--- src/rtl/keypad_pkg.sv ---
// Shared types for the key matrix scanner: FSM states, scan classification
// and the per-scan result record that feeds the debouncer.
package keypad_pkg;

  typedef enum logic {S_DRIVE, S_EVAL} scan_state_t;

  typedef enum logic [1:0] {K_NONE, K_SINGLE, K_MULTI} scan_kind_t;

  // Wide enough for any matrix up to 256 keys; the top slices what it needs.
  localparam int CODE_MAX_W = 8;

  typedef struct packed {
    scan_kind_t            kind;
    logic [CODE_MAX_W-1:0] code;
  } scan_res_t;

endpackage

--- src/rtl/keypad_sync_2ff.sv ---
// Two-flop synchronizer for a bus of independent asynchronous bits.
module sync_2ff #(
  parameter int WIDTH = 1
) (
  input  logic             clock,
  input  logic             rst,
  input  logic [WIDTH-1:0] d,
  output logic [WIDTH-1:0] q
);

  logic [WIDTH-1:0] meta;

  always_ff @(posedge clock) begin
    if (rst) begin
      meta <= '0;
      q    <= '0;
    end else begin
      meta <= d;
      q    <= meta;
    end
  end

endmodule

--- src/rtl/keypad_scanner.sv ---
// Row-strobed key matrix scanner: builds a scan image, classifies it once per
// scan, debounces across whole scans and emits single-cycle key events.
module keypad_scanner
  import keypad_pkg::*;
#(
  parameter int ROWS     = 4,
  parameter int COLS     = 4,
  parameter int SETTLE   = 4,
  parameter int DEBOUNCE = 3
) (
  input  logic                          clock,
  input  logic                          rst,
  input  logic [COLS-1:0]               col_in,
  output logic [ROWS-1:0]               row_drive,
  output logic                          key_valid,
  output logic [$clog2(ROWS*COLS)-1:0]  key_code,
  output logic                          key_held,
  output logic                          scan_tick
);

  localparam int NKEYS  = ROWS * COLS;
  localparam int CODE_W = $clog2(NKEYS);
  localparam int RW     = (ROWS > 1) ? $clog2(ROWS) : 1;
  localparam int SW     = $clog2(SETTLE);
  localparam int CW     = $clog2(DEBOUNCE + 1);

  scan_state_t state_q, state_d;
  logic [RW-1:0] r_q, r_d;
  logic [SW-1:0] s_q, s_d;
  logic          sample;

  logic [COLS-1:0]  col_sync;
  logic [NKEYS-1:0] img_q;

  scan_res_t       res, cand_q;
  logic [1:0]      npress;
  logic [CODE_MAX_W-1:0] last;
  logic [CW-1:0]   cnt_q, cnt_d;
  logic            same, sat, reached;

  sync_2ff #(.WIDTH(COLS)) u_sync (
    .clock (clock),
    .rst   (rst),
    .d     (col_in),
    .q     (col_sync)
  );

  // ---------------- scan FSM ----------------
  always_ff @(posedge clock) begin
    if (rst) begin
      state_q <= S_DRIVE;
      r_q     <= '0;
      s_q     <= '0;
    end else begin
      state_q <= state_d;
      r_q     <= r_d;
      s_q     <= s_d;
    end
  end

  always_comb begin
    state_d   = state_q;
    r_d       = r_q;
    s_d       = s_q;
    sample    = 1'b0;
    scan_tick = 1'b0;
    row_drive = '1;
    case (state_q)
      S_DRIVE: begin
        row_drive = ~(ROWS'(1) << r_q);
        if (s_q == SW'(SETTLE - 1)) begin
          sample = 1'b1;
          s_d    = '0;
          if (r_q == RW'(ROWS - 1)) state_d = S_EVAL;
          else                      r_d     = r_q + RW'(1);
        end else begin
          s_d = s_q + SW'(1);
        end
      end
      S_EVAL: begin
        scan_tick = 1'b1;
        r_d       = '0;
        s_d       = '0;
        state_d   = S_DRIVE;
      end
      default: state_d = S_DRIVE;
    endcase
    // Rows float high and no tick escapes while reset is held.
    if (rst) begin
      row_drive = '1;
      scan_tick = 1'b0;
    end
  end

  // Scan image holds one bit per key, set = pressed.
  always_ff @(posedge clock) begin
    if (rst)         img_q <= '0;
    else if (sample) img_q[int'(r_q)*COLS +: COLS] <= ~col_sync;
  end

  // ---------------- classification ----------------
  always_comb begin
    npress = '0;
    last   = '0;
    for (int i = 0; i < NKEYS; i++) begin
      if (img_q[i]) begin
        if (npress != 2'd2) npress = npress + 2'd1;
        last = CODE_MAX_W'(i);
      end
    end
    res.kind = K_NONE;
    res.code = '0;
    case (npress)
      2'd0:    res.kind = K_NONE;
      2'd1: begin
        res.kind = K_SINGLE;
        res.code = last;
      end
      default: res.kind = K_MULTI;
    endcase
  end

  // ---------------- debounce ----------------
  always_comb begin
    same    = (res == cand_q);
    sat     = (cnt_q == CW'(DEBOUNCE));
    cnt_d   = !same ? CW'(1) : (sat ? cnt_q : cnt_q + CW'(1));
    // Acceptance only on the scan that first hits the threshold.
    reached = (cnt_d == CW'(DEBOUNCE)) && !(same && sat);
  end

  always_ff @(posedge clock) begin
    if (rst) begin
      cand_q    <= '{kind: K_NONE, code: '0};
      cnt_q     <= '0;
      key_valid <= 1'b0;
      key_code  <= '0;
      key_held  <= 1'b0;
    end else begin
      key_valid <= 1'b0;
      if (state_q == S_EVAL) begin
        cand_q <= res;
        cnt_q  <= cnt_d;
        if (reached) begin
          case (res.kind)
            K_SINGLE: begin
              if (!key_held || key_code != res.code[CODE_W-1:0]) begin
                key_valid <= 1'b1;
                key_code  <= res.code[CODE_W-1:0];
                key_held  <= 1'b1;
              end
            end
            K_NONE:  key_held <= 1'b0;
            default: ;  // chords and ghosting leave outputs untouched
          endcase
        end
      end
    end
  end

endmodule

--- config.mk ---
export PLATFORM = sky130hd
export DESIGN_NAME = keypad_scanner
export DESIGN_NICKNAME = d
export VERILOG_FILES = /design/src/rtl/keypad_pkg.sv /design/src/rtl/keypad_sync_2ff.sv /design/src/rtl/keypad_scanner.sv
export SDC_FILE = /design/constraint.sdc
export NUM_CORES = 1
export LEC_CHECK = 0
export CAP_MARGIN = 30
export CORE_ASPECT_RATIO = 1.2
export CORE_MARGIN = 10
export CORE_UTILIZATION = 42
export DETAILED_ROUTE_END_ITERATION = 16
export GPL_ROUTABILITY_DRIVEN = 0
export RECOVER_POWER = 100
export SETUP_SLACK_MARGIN = 0.2
export SLEW_MARGIN = 20
export SYNTH_ARGS = -nofsm -noshare
export SYNTH_HDL_FRONTEND = slang
export SYNTH_SLANG_ARGS = --single-unit
--- constraint.sdc ---
create_clock -name clock -period 9.7 [get_ports clock]
set_clock_uncertainty 0.15 [all_clocks]
set_input_delay 1.455 -clock clock [delete_from_list [all_inputs] [get_ports clock]]
set_output_delay 1.455 -clock clock [all_outputs]
set_load 0.1 [all_outputs]
==> results.txt, run 1 <==
- Summing all placed instances gives a cell area of between 4000 and 5000 µm².
* Final Core Density: 0.464
* Library cell with the highest instance count after synthesis: sky130_fd_sc_hd__nor2_1
* Most common flop cell mapped by yosys: sky130_fd_sc_hd__dfxtp_1
- The core region is about 9600 µm².
- In the final routed layout, each cell accounts on average for 16.6 µm.
- Synthesis instantiated 99 different standard cells from the library.
* Total Wirelength: approximately 11,000 µm
- Violated checks: max-capacitance violations, max-slew violations
- Sequential element share of the synthesized area: 0.209
* Share of final-layout standard cells stronger than drive strength 1: 0.0989
* Setup repair after global routing missed its margin: false
* CTS Buffer Depth: 2
* Number of vias after detailed routing: just over 4,000
- After global routing the overflow that remains totals 0.
* Root buffer selected by CTS: sky130_fd_sc_hd__clkbuf_16
- For this design, the slowest cell found on the critical path is sky130_fd_sc_hd__a2111oi_0.
- Sum of negative setup slack: 0 ns
- Critical path arrival: 8.43 ns
- Sinks on the clock net: 43
* Type of the worst min-delay path: register to register
- Setup violations remaining at the end of the flow were counted as 0.
* Overall fraction of global-route tracks in use: 0.147
* Area of all placed cells without fillers: roughly 4400 µm²
- CTS tree: done
- Ys async rst share: 0
- The first TritonRoute pass finished after 4 iterations.
- Peak fanout along the critical path: 12
- Initial DRC count: 270
- The worst setup path is captured at a register.
- The Yosys step of the flow raised 0 warnings.
- VDD sags by at most 0.106 mV.
- The synthesized design spends more area on one cell type than any other, namely sky130_fd_sc_hd__dfxtp_1.
- Number of flops mapped to enable cells by yosys: 0
- Gates resized during post-CTS repair numbered 0.
- Counting I/O delays and the setup requirement, the final critical path takes about 8.5 ns.
- Largest incremental delay on the critical path: between 0.7 and 0.8 ns
- Counting every net in the synthesized netlist gives about 560.
- The initial antenna violation count was 0.
- Top post-synthesis cells by count: sky130_fd_sc_hd__nor2_1 (77), sky130_fd_sc_hd__a21oi_1 (48), sky130_fd_sc_hd__dfxtp_1 (43)
- The number of buffers and inverters on the critical path is 1.
- The H-tree was split into 2 levels.
* Post-Synthesis Cell Area: approximately 4000 µm²
* Post-synthesis instance total: 541
- Die boundary width: approximately 110 µm
* Dominant delay contributor by cell family on the critical path: compound AO/OA/AOI/OAI gates
- The number of hold violations in the final report came to 0.
* Placed wire-length estimate: around 8300 µm
- Port buffer count: 16
- At the later pin of the worst-skew pair, clock insertion delay measures 0.28 ns.
* Run status: complete, but fails checks
- Max-slew violation total from the final report: 40
- Synthesized area per cell: ~7.6 µm²
- Max Cap Violations: 1
- Mean number of vias per cell: between 6 and 7
- The worst setup path is launched from a register.
- Largest net degree at the start of global routing: 40
- In the post-synthesis netlist, the biggest area contributors are sky130_fd_sc_hd__dfxtp_1 (21%), sky130_fd_sc_hd__nor2_1 (7.0%), sky130_fd_sc_hd__a21oi_1 (5.8%).
* DR DRC count: 0
* Fraction of post-synthesis cell area in the top cell type by area: 0.209
- Portion of the clock cycle consumed by the worst path in the final layout: 0.874
- At the pin with the least slew margin, the transition time is between 1.5 and 2 ns.
* Initial Utilization: 0.431
* Worst EP required: 9.65 ns
- 17 I/O pins were placed.
- Antenna Diode Count: 0
- Once detail routing completed, the nets flagged for antenna violations numbered 0.
- The floorplan step defined a die boundary enclosing around 14,000 µm².
- Placed Cells: about 650
- The net count of the finished layout is between 500 and 600.
* Final cell count without fillers: ~660
- Post-synthesis to final-layout area growth: 7.74%
* PD cells: ~120 nW/µm²
- After clock tree synthesis, the flow added hold-fix buffers numbering 0.
- Relative slew slack: -0.0978
- Clock tree synthesis inserted a total of 5 buffers.
* Category of the critical setup timing path: register to register
* First-pass GRT wire length: 18,700 µm
- Die Ht: between 100 and 150 µm
- Summed over all cells, the static leakage comes to about 1.6 nW.
- Number of global-route vias before repair: just under 4,000
- After clock tree synthesis, the clock-pin slew on the worst setup and hold paths is 0.06 ns.
- Counting flops and latches in the post-synthesis netlist gives 43.
- After clock tree synthesis, the setup repair step added 0 buffers.
- Row generation in the floorplan step produced 39 rows.
- Peak clock frequency supported by timing: 118 MHz
## stage by stage
step / power [mW] / setup WS, ns / hold slack, ns
final: 0.543 / 1.22 / 0.278
after detailed placement: 0.378 / 1.83 / 0.274
after CTS: 0.545 / 1.81 / 0.283
after global placement: 0.375 / 2.07 / 0.263
after global routing: 0.573 / 0.660 / 0.307
after floorplan: 0.343 / 2.53 / 0.255
## path summary, 6_finish.rpt
path | from | end | slack, ns | cells past startpoint
setup / recovery | img_q[1]$_SDFFE_PP0P_ | key_code[2]$_SDFFE_PP0P_ | 1.22 | 25
hold / removal | s_q[0]$_SDFF_PP0_ | s_q[0]$_SDFF_PP0_ | 0.28 | 1
setup reg to reg | img_q[1]$_SDFFE_PP0P_ | key_code[2]$_SDFFE_PP0P_ | 1.22 | 25
hold reg to reg | s_q[0]$_SDFF_PP0_ | s_q[0]$_SDFF_PP0_ | 0.28 | 1
## final cells by class
type / count / area [µm²]
Fill cell: 995 / 5120
Multi-Input combinational cell: 449 / 3040
Sequential cell: 43 / 861
Timing Repair Buffer: 18 / 171
Tap cell: 123 / 154
Clock buffer: 6 / 139
Inverter: 19 / 71.3
Clock inverter: 1 / 8.76
## worst register-to-register path, cell delays in order (launching register included)
cell and delay (ns):
sky130_fd_sc_hd__dfxtp_1 0.39, sky130_fd_sc_hd__inv_1 0.10, sky130_fd_sc_hd__ha_1 0.37, sky130_fd_sc_hd__nor4b_1 0.71, sky130_fd_sc_hd__nor3_1 0.24, sky130_fd_sc_hd__nand3_1 0.22, sky130_fd_sc_hd__nand2_1 0.21, sky130_fd_sc_hd__a2111oi_0 0.75
sky130_fd_sc_hd__o21a_4 0.29, sky130_fd_sc_hd__a21o_1 0.14, sky130_fd_sc_hd__mux2_1 0.41, sky130_fd_sc_hd__a21o_1 0.21, sky130_fd_sc_hd__a311oi_1 0.49, sky130_fd_sc_hd__o211ai_1 0.24, sky130_fd_sc_hd__a2bb2o_1 0.36, sky130_fd_sc_hd__or2_2 0.30
sky130_fd_sc_hd__o211ai_1 0.15, sky130_fd_sc_hd__a211oi_1 0.14, sky130_fd_sc_hd__or3_4 0.37, sky130_fd_sc_hd__ha_1 0.30, sky130_fd_sc_hd__nand3b_1 0.18, sky130_fd_sc_hd__a21boi_2 0.25, sky130_fd_sc_hd__o221a_1 0.33, sky130_fd_sc_hd__or4_4 0.59
sky130_fd_sc_hd__o311ai_1 0.30, sky130_fd_sc_hd__o41ai_1 0.12
## power by group
| part | internal [mW] | switching (mW) |
|---|---|---|
| clock network | 0.102 | 0.0653 |
| logic | 0.0729 | 0.117 |
| registers | 0.181 | 0.00529 |
| total | 0.355 | 0.188 |
## layout by cell type, fill, tap and decap left out, types with 5 or more instances in the layout
master and count:
sky130_fd_sc_hd__nand3b_1 6, sky130_fd_sc_hd__xnor2_1 6, sky130_fd_sc_hd__a211o_1 6, sky130_fd_sc_hd__a311oi_1 5
sky130_fd_sc_hd__o22ai_1 6, sky130_fd_sc_hd__dfxtp_1 43, sky130_fd_sc_hd__dlygate4sd3_1 12, sky130_fd_sc_hd__nor2_1 77
sky130_fd_sc_hd__o211ai_1 7, sky130_fd_sc_hd__and2_1 6, sky130_fd_sc_hd__nand3_1 21, sky130_fd_sc_hd__nand2_1 36
sky130_fd_sc_hd__o21ai_0 14, sky130_fd_sc_hd__o31ai_1 8, sky130_fd_sc_hd__clkbuf_16 5, sky130_fd_sc_hd__ha_1 11
sky130_fd_sc_hd__nor4_1 7, sky130_fd_sc_hd__nor3_1 17, sky130_fd_sc_hd__nor2b_1 11, sky130_fd_sc_hd__inv_1 18
sky130_fd_sc_hd__a21oi_1 48, sky130_fd_sc_hd__nand4_1 7, sky130_fd_sc_hd__a21o_1 11, sky130_fd_sc_hd__o211a_1 5
sky130_fd_sc_hd__a211oi_1 12
## layer usage
layer,vias to the layer above,wire length (µm),global-route usage,part of all wire
met2,115,5460,0.272,0.50
met1,1957,4670,0.171,0.43
li1,2073,-,-,-
met4,0,215,0.0406,0.020
met5,-,0,0,0
met3,14,579,0.0219,0.053
## sequential cells by signal (all words and copies together) (netlist names)
register,flops
key_held,1
cand_q,6
img_q,16
u_sync.meta,4
key_valid,1
u_sync.q,4
cnt_q,2
state_q,1
r_q,2
s_q,2
key_code,4
## kinds of logic after synthesis
group | share of synthesized area
AND/OR/NAND/NOR | 0.296
multiplexers | 0.0124
flip-flops | 0.209
buffers and inverters | 0.0528
adder cells (fa/ha/maj) | 0.0358
XOR/XNOR | 0.0149
AO/OA/AOI/OAI | 0.379
No activity file was read; power rests on OpenSTA's default activity.
==> run 2, diff against run 1 <==
--- a/config.mk
+++ b/config.mk
@@ -11,6 +11,7 @@
 export CORE_UTILIZATION = 42
 export DETAILED_ROUTE_END_ITERATION = 16
 export GPL_ROUTABILITY_DRIVEN = 0
+export GPL_TIMING_DRIVEN = 0
 export RECOVER_POWER = 100
 export SETUP_SLACK_MARGIN = 0.2
 export SLEW_MARGIN = 20
==> results.txt, run 2 (synthesized netlist as in run 1, its figures left out) <==
* Run status: finished clean
- Overall fraction of global-route tracks in use: 0.159
- In the global route stage, met2 resource usage came out at 0.285.
- Initial DRC count: roughly 240
- 0 antenna diodes ended up in the layout.
* Highest-count cells in the layout ignoring fill and taps: sky130_fd_sc_hd__nor2_1 (77), sky130_fd_sc_hd__a21oi_1 (48), sky130_fd_sc_hd__dfxtp_1 (43)
- Layer carrying the most global-route usage: met2
- Along the worst hold path, the cell count comes to 1.
- STA classifies the critical path startpoint as a register.
* Peak fanout along the critical path: 10
* Initial Utilization: 0.431
- Reg-to-reg startpoint: img_q[1]$_SDFFE_PP0P_
- Critical path arrival: about 8.5 ns
- The setup check on the worst reg-to-reg path leaves a slack of between 1 and 1.5 ns.
- Clock-pin slew was measured on the worst setup and hold paths at 0.06 ns.
- Counting flops per register, the top entry is img_q.
* Setup repair after global routing missed its margin: false
* Number of hold-repair buffers added at the cts stage: 0
- The detailed router placed between 4,000 and 5,000 vias in this run.
- Placed wire-length estimate: about 9000 µm
- Once the clock tree was built, the setup fixing pass inserted 0 buffers.
- Number of global-route vias before repair: between 4,000 and 5,000
- Antenna violation net count after detailed routing: 0
- Portion of the clock cycle consumed by the worst path in the final layout: 0.879
- By startpoint and endpoint, the worst setup path is classified as register to register.
- Final critical-path required period: 8.52 ns
- DR DRC count: 0
- Latest clock arrival within the worst-skew pair: ~0.29 ns
* Worst path slowest cell: sky130_fd_sc_hd__nor4b_1
- The register with the most flip-flops in the layout has 16 of them.
- In this run the worst hold path is classified as register to register.
* Worst setup path startpoint: img_q[1]$_SDFFE_PP0P_
- For this run, global-route usage on met3 was measured as 0.0186.
* Logic depth of the worst register-to-register path: 27
- Largest regs: img_q x16, cand_q x6
* Number of buffer and inverter instances along the worst setup path: 3
- Die area: ~14,000 µm²
- Among cell families on the critical path, the largest total delay comes from compound AO/OA/AOI/OAI gates.
- Clock buffer count from CTS: 5
- Final setup violation count: 0
* Max-slew violation total from the final report: 0
- The first global-routing pass estimated between 15,000 and 20,000 µm of wire.
* Number of hold violations in the final report: 0
- Drt wl/cell: about 17 µm
- Cell repeated most along the worst path: sky130_fd_sc_hd__ha_1
- The library cell used most frequently in the layout, excluding fill and tap cells, is sky130_fd_sc_hd__nor2_1.
- Max Cap Violations: 0
- The worst-case IR drop observed on VDD is between 0.1 and 0.15 mV.
- The core region is 9560 µm².
- Largest incremental delay on the critical path: a little under 0.8 ns
- The analysis attributes to cell leakage a power of ~1.7 nW.
- Io pins: 17
* Relative slew slack: 0.331
* Number of detailed-routing iterations run before antenna repair: 5
* Worst reg2reg path endpoint: key_code[3]$_SDFFE_PP0P_
* Final total power: between 0.5 and 0.6 mW
- For met1 alone, demand over resource in global routing was 0.192.
- Worst-Margin Slew: around 1.0 ns
- Based on the critical path, the design can be clocked at up to between 100 and 150 MHz.
* Critical Path Sink Type: register
- CTS saw 43 sinks.
- The clock passes through at most 2 buffers.
- From synthesis to final layout, the design area changed by 12.2%.
* Share of final-layout standard cells stronger than drive strength 1: 0.111
- Die boundary width: ~110 µm
- In this run the vertical extent of the chip is roughly 130 µm.
- Crit path capture: key_code[3]$_SDFFE_PP0P_
* Floorplan row count: 39
- STA puts the critical path data required time at roughly 10 ns.
- Largest net degree at the start of global routing: 15
* Total gr overflow: 0
- Cts repair resizes: 0
* Total Wirelength: about 12,000 µm
- In the routed layout, each cell is associated on average with a via count of between 6 and 7.
- In this run the number of cells on the critical path is 27.
- In this run the number of H-tree levels came out at 2.
* PD cells: 130 nW/µm²
- The tree is rooted in a sky130_fd_sc_hd__clkbuf_16.
- Net count reported at finish: 582
- The initial antenna violation count was 0.
- Summed over all failing endpoints, the final setup total negative slack is 0 ns.
* Port buffer count: 16
* CTS tree: done
-- run 2: layout make-up --
class,instances,area (µm²)
Multi-Input combinational cell,449,3040
Clock inverter,3,67.6
Inverter,19,71.3
Timing Repair Buffer,17,165
Fill cell,997,4940
Buffer,30,146
Sequential cell,43,861
Clock buffer,5,125
Tap cell,123,154
-- run 2: how the worst min path moves through the flow --
stage	from	endpoint	slack, ns
after detailed placement	u_sync.meta[2]$_SDFF_PP0_	u_sync.q[2]$_SDFF_PP0_	0.27
after CTS	s_q[0]$_SDFF_PP0_	s_q[0]$_SDFF_PP0_	0.28
after floorplan	s_q[0]$_SDFF_PP0_	s_q[0]$_SDFF_PP0_	0.26
after global routing	s_q[0]$_SDFF_PP0_	s_q[0]$_SDFF_PP0_	0.31
after global placement	s_q[0]$_SDFF_PP0_	s_q[0]$_SDFF_PP0_	0.26
final	s_q[0]$_SDFF_PP0_	s_q[0]$_SDFF_PP0_	0.28
-- run 2: worst register-to-register path: cells and delay by family, from the launching register on --
family          cells  cell delay [ns]
compound gates     11             3.13
xor+xnor            1             0.21
flops               1             0.38
simple gates        9             2.99
mux                 1             0.40
buf+inv             3             0.41
fa+ha+maj           2             0.69
-- run 2: report_power, final --
| group | total, mW | switching [mW] | internal (mW) | leakage, nW |
|---|---|---|---|---|
| Sequential | 0.184 | 0.00288 | 0.181 | 0.349 |
| Clock | 0.219 | 0.0715 | 0.147 | 0.0900 |
| Combinational | 0.197 | 0.122 | 0.0756 | 1.29 |
-- run 2: per-layer routing --
metal  vias up  wire, µm
li1       2126         -
met1      2059      5070
met2       146      5760
met3        12       525
met4         0       205
met5         -         0
-- run 2: metrics by stage --
stage	hold slack, ns	worst slack (ns)	instances	util	area [µm²]
floorplan	0.255	2.53	541	-	4120
global placement	0.262	1.94	680	0.464	4440
detailed placement	0.272	1.76	680	0.464	4440
CTS	0.284	1.70	688	0.484	4630
global route	0.314	0.595	689	0.484	4630
finish	0.281	1.18	689	0.484	4630
